===== src/rtl/core_bus_arb.sv =====
// Two-requester (IFU/LSU) round-robin arbiter onto a shared in-order bus.
// An owner FIFO remembers who issued each request so responses can be routed back.
module core_bus_arb #(
    parameter int ADDR_W  = 32,
    parameter int DATA_W  = 32,
    parameter int MAX_OUT = 4
) (
    input  logic                       clk,
    input  logic                       rst,
    input  logic                       ifu_req_valid,
    output logic                       ifu_req_ready,
    input  logic [ADDR_W-1:0]          ifu_req_addr,
    input  logic                       lsu_req_valid,
    output logic                       lsu_req_ready,
    input  logic [ADDR_W-1:0]          lsu_req_addr,
    input  logic                       lsu_req_we,
    input  logic [DATA_W-1:0]          lsu_req_wdata,
    output logic                       bus_req_valid,
    output logic [ADDR_W-1:0]          bus_req_addr,
    output logic                       bus_req_we,
    output logic [DATA_W-1:0]          bus_req_wdata,
    input  logic                       bus_rsp_valid,
    input  logic [DATA_W-1:0]          bus_rsp_data,
    output logic                       ifu_rsp_valid,
    output logic [DATA_W-1:0]          ifu_rsp_data,
    output logic                       lsu_rsp_valid,
    output logic [DATA_W-1:0]          lsu_rsp_data,
    output logic [$clog2(MAX_OUT):0]   outstanding,
    output logic                       err_orphan
);

    localparam int PTR_W = $clog2(MAX_OUT);
    localparam int CNT_W = PTR_W + 1;
    localparam logic [CNT_W-1:0] MAX_CNT = CNT_W'(MAX_OUT);

    typedef enum logic {
        OWN_IFU = 1'b0,
        OWN_LSU = 1'b1
    } owner_e;

    owner_e             last_grant;
    owner_e             winner;
    owner_e             head_owner;
    owner_e             owner_mem [MAX_OUT];
    logic [PTR_W-1:0]   wr_ptr;
    logic [PTR_W-1:0]   rd_ptr;
    logic               full;
    logic               accept;
    logic               pop;
    logic               orphan;

    // NOTE: every signal driven in always_comb gets a default first, so no path can infer a latch.
    always_comb begin
        winner = OWN_IFU;
        if (ifu_req_valid && lsu_req_valid)
            winner = (last_grant == OWN_IFU) ? OWN_LSU : OWN_IFU;
        else if (lsu_req_valid)
            winner = OWN_LSU;
    end

    // Ready depends only on occupancy, never on a same-cycle response, to keep the path short.
    assign full          = (outstanding == MAX_CNT);
    assign accept        = (ifu_req_valid || lsu_req_valid) && !full && !rst;
    assign ifu_req_ready = accept && (winner == OWN_IFU);
    assign lsu_req_ready = accept && (winner == OWN_LSU);

    always_comb begin
        bus_req_valid = accept;
        bus_req_addr  = '0;
        bus_req_we    = 1'b0;
        bus_req_wdata = '0;
        if (accept) begin
            if (winner == OWN_LSU) begin
                bus_req_addr  = lsu_req_addr;
                bus_req_we    = lsu_req_we;
                bus_req_wdata = lsu_req_wdata;
            end else begin
                bus_req_addr  = ifu_req_addr;
            end
        end
    end

    assign pop        = bus_rsp_valid && (outstanding != '0);
    assign orphan     = bus_rsp_valid && (outstanding == '0);
    assign head_owner = owner_mem[rd_ptr];

    // NOTE: the owner storage has no reset; emptiness is tracked by the pointers and count alone.
    always_ff @(posedge clk) begin
        if (accept)
            owner_mem[wr_ptr] <= winner;
    end

    // NOTE: sequential state uses non-blocking assignments so every register samples pre-edge values.
    always_ff @(posedge clk or posedge rst) begin
        if (rst) begin
            wr_ptr        <= '0;
            rd_ptr        <= '0;
            outstanding   <= '0;
            last_grant    <= OWN_LSU;
            err_orphan    <= 1'b0;
            ifu_rsp_valid <= 1'b0;
            ifu_rsp_data  <= '0;
            lsu_rsp_valid <= 1'b0;
            lsu_rsp_data  <= '0;
        end else begin
            if (accept) begin
                wr_ptr     <= wr_ptr + PTR_W'(1);
                last_grant <= winner;
            end
            if (pop)
                rd_ptr <= rd_ptr + PTR_W'(1);

            case ({accept, pop})
                2'b10:   outstanding <= outstanding + CNT_W'(1);
                2'b01:   outstanding <= outstanding - CNT_W'(1);
                default: outstanding <= outstanding;
            endcase

            ifu_rsp_valid <= pop && (head_owner == OWN_IFU);
            lsu_rsp_valid <= pop && (head_owner == OWN_LSU);
            if (pop && head_owner == OWN_IFU)
                ifu_rsp_data <= bus_rsp_data;
            if (pop && head_owner == OWN_LSU)
                lsu_rsp_data <= bus_rsp_data;

            if (orphan)
                err_orphan <= 1'b1;
        end
    end

endmodule

===== config.mk =====
export PLATFORM = sky130hd
export DESIGN_NAME = core_bus_arb
export DESIGN_NICKNAME = d
export VERILOG_FILES = /design/src/rtl/core_bus_arb.sv
export SDC_FILE = /design/constraint.sdc
export NUM_CORES = 1
export LEC_CHECK = 0
export BUFFER_PORTS_ARGS = -buffer_cell sky130_fd_sc_hd__buf_4
export CAP_MARGIN = 5
export CORE_AREA = 2 2 104 106
export DETAILED_ROUTE_END_ITERATION = 16
export DIE_AREA = 0 0 106 108
export PLACE_DENSITY_LB_ADDON = 0.15
export SETUP_SLACK_MARGIN = 0.15
export SLEW_MARGIN = 20
export SYNTH_ARGS = -nofsm -noshare
export SYNTH_HDL_FRONTEND = slang
export SYNTH_SLANG_ARGS = --single-unit

===== constraint.sdc =====
create_clock -name clk -period 4.6 [get_ports clk]
set_input_delay 0.92 -clock clk [delete_from_list [all_inputs] [get_ports clk]]
set_output_delay 0.92 -clock clk [all_outputs]
set_load 0.02 [all_outputs]

==> impl_metrics.json <==
{
  "multi_input_area_mm2": 0.00181,
  "max_slew_margin_pct": 29.4,
  "fin_nets": 748,
  "finalHoldViolations": 0,
  "cts_hold_buf": 0,
  "maxCapViolCount": 0,
  "core_region_area_mm2": 0.0102,
  "first_iter_violations": 204,
  "grt_pass1_vias": 3759,
  "start_kind": "input pin",
  "grt_use_total_pct": 21.9,
  "die_x_um": 106,
  "hpwl_mm": 9.94,
  "path_clk_slew_ns": 0.07,
  "power_density_mw_per_mm2": 643,
  "ys_seq_area_share_pct": 50.0,
  "numCtsBuffers": 9,
  "min_period_over_period_pct": 82.1,
  "gp_congestion": 1.01,
  "hp-class": "flop to flop",
  "required_ns": 3.68,
  "io_pins": 272,
  "drive_above_1_share_pct": 60.4,
  "syn_area_mm2": 0.00400,
  "viasPerCell": 4.91,
  "dp_cells": 733,
  "vias": 3692,
  "ys_ff_latch": 79,
  "clock_latency_ns": 0.35,
  "cts_root_buf": "clkbuf_8",
  "async_flop_share_pct": 94.9,
  "fp.dieArea_mm2": 0.0114,
  "die_h_um": 108,
  "grt_pass1_wl_mm": 19.3,
  "ir_drop_v": 0.000303,
  "slew_violations": 0,
  "cts.htree.levels": 3,
  "ctsResizeCount": 0,
  "drtPass1Iterations": 5,
  "start_util_pct": 39.1,
  "finalSetupViolCount": 0,
  "yosysWarnings": 0,
  "cts_tree": "done",
  "yosysMostFrequentCell": "dfrtp_1",
  "antenna_found_initial": 3,
  "yosysTopAreaCellShare_pct": 46.3,
  "synth_edf_count": 4,
  "avgSynthCellArea_um2": 11.6,
  "fill_cells": 850,
  "rsz0062_at_grt": "false",
  "finalSetupTns_ns": 0,
  "rows": 37,
  "final_cells": 752,
  "cts_sinks": 79,
  "path_max_fanout": 33,
  "fin_worst_skew_ns": 0.0137,
  "ys_top_cells_by_area": "dfrtp_1 (46%), mux2_4 (11%), mux2_2 (10%)",
  "status": "finished, final reports clean",
  "io_buffers": 271,
  "synthToLayoutAreaGrowth_pct": 58.7,
  "max_slew.worst_pin.slew_ns": 1.06,
  "layout.area.seq_mm2": 0.00200,
  "clock_path_buffers": 2,
  "endpoint_kind": "output pin",
  "arrival_ns": 2.85,
  "crit_type": "input pin to output pin",
  "power_leakage_nw": 3.32,
  "synth_area_leader_cell": "dfrtp_1",
  "drc": 0,
  "drt_wl_total_mm": 12.8,
  "max_freq_mhz": 265,
  "wl_per_cell_um": 17.0,
  "grt_start_max_net_pins": 62,
  "fin_crit_ns": 3.77,
  "synth_cells": 344,
  "yosysUniqueCellTypes": 32,
  "post_cts_buffers": 0,
  "ys.flop_type": "dfrtp_1",
  "holdWs_ns": 0.465,
  "grt_overflow": 0,
  "drtAntennaViolNets": 0,
  "synth_commonest_cells": "dfrtp_1 (74), nand2_1 (66), mux2_2 (36), and3_1 (33), o22ai_1 (32)",
  "syn_nets": 484
}
==> flip-flops by register name, summed over array words and instances (netlist names) <==
name           cells
wr_ptr             2
owner_mem          4
rd_ptr             2
lsu_rsp_valid      1
lsu_rsp_data      32
err_orphan         1
outstanding        3
ifu_rsp_data      32
last_grant         1
ifu_rsp_valid      1
==> worst paths after layout <==
| path | startpoint | to | slack [ns] | cells past startpoint |
|---|---|---|---|---|
| max | rst | bus_req_addr[1] | 0.83 | 6 |
| max in group asynchronous | rst | err_orphan | 2.93 | 3 |
| min reg2reg | err_orphan | err_orphan | 0.47 | 1 |
| min | err_orphan | err_orphan | 0.47 | 1 |
| max reg2reg | outstanding[0] | outstanding[2] | 1.71 | 9 |
| min in group asynchronous | rst | lsu_rsp_data[19] | 0.57 | 2 |
==> power by group <==
group | leakage (nW) | internal (W) | total (W) | switching [W]
Sequential | 0.917 | 0.00105 | 0.00126 | 0.000209
Combinational | 2.29 | 0.00111 | 0.00223 | 0.00113
Clock | 0.115 | 0.000327 | 0.000584 | 0.000258
==> layout make-up <==
type,count,share of cell area [%]
clock buffers,11,2.23
clock inverters,5,1.36
repair buffers,279,33.0
well taps,136,2.68
diodes,3,0.118
flip-flops and latches,79,31.5
inverters,10,0.651
multi-input cells,229,28.5
==> per-stage QoR <==
| step | worst slack, ns | cell area (um^2) | total power [W] | util, % |
|---|---|---|---|---|
| 2_1_floorplan | 0.851 | 4000 | 0.00263 | - |
| 3_3_place_gp | 0.815 | 6110 | 0.00348 | 59.7 |
| 3_5_place_dp | 0.809 | 6110 | 0.00352 | 59.7 |
| 4_1_cts | 0.808 | 6340 | 0.00412 | 62.0 |
| 5_1_grt | 0.647 | 6350 | 0.00431 | 62.0 |
| 6_report | 0.826 | 6350 | 0.00408 | 62.0 |
==> cell usage in the layout, fill, tap and decap left out, types with 2 or more instances in the layout <==
cell,Yosys,final
mux2_4,29,29
edfxtp_1,4,4
and3_1,33,33
inv_1,9,8
o22ai_1,32,32
xor2_1,2,2
dfrtp_1,74,74
buf_4,0,279
diode_2,0,3
xnor2_1,4,4
bufinv_16,0,2
nor2_1,3,3
inv_6,0,3
mux2_2,36,36
nand2_1,66,66
and2_1,4,4
ha_1,5,5
a31oi_1,2,2
clkbuf_8,0,10
==> worst max-delay path, cell delays in order <==
cell	delay (ns)
buf_4	0.09
clkinvlp_4	0.36
nand2_1	0.93
buf_4	0.24
o22ai_1	0.10
buf_4	0.20
==> cells by family (layout without fill, tap and decap cells) <==
| kind of cell | count (synthesis) | in the layout | synth area share (%) |
|---|---|---|---|
| muxes | 67 | 67 | 21.8 |
| xor gates and xnor gates | 6 | 6 | 1.31 |
| buffers and inverters | 36 | 305 | 4.82 |
| other | 0 | 3 | 0 |
| DFF | 79 | 79 | 50.0 |
| and+or+nand+nor | 113 | 113 | 13.7 |
| AOI/OAI and AO/OA | 37 | 37 | 6.29 |
| adders and majority gates | 6 | 6 | 2.07 |
==> per-layer routing <==
metal	vias up	GRT usage [%]	wire [um]
li1	1730	-	-
met1	1755	25.0	4810
met2	190	38.7	6520
met3	17	6.21	1100
met4	0	9.40	317
met5	-	0	0
Note: power is estimated with default switching activity, not from simulation.
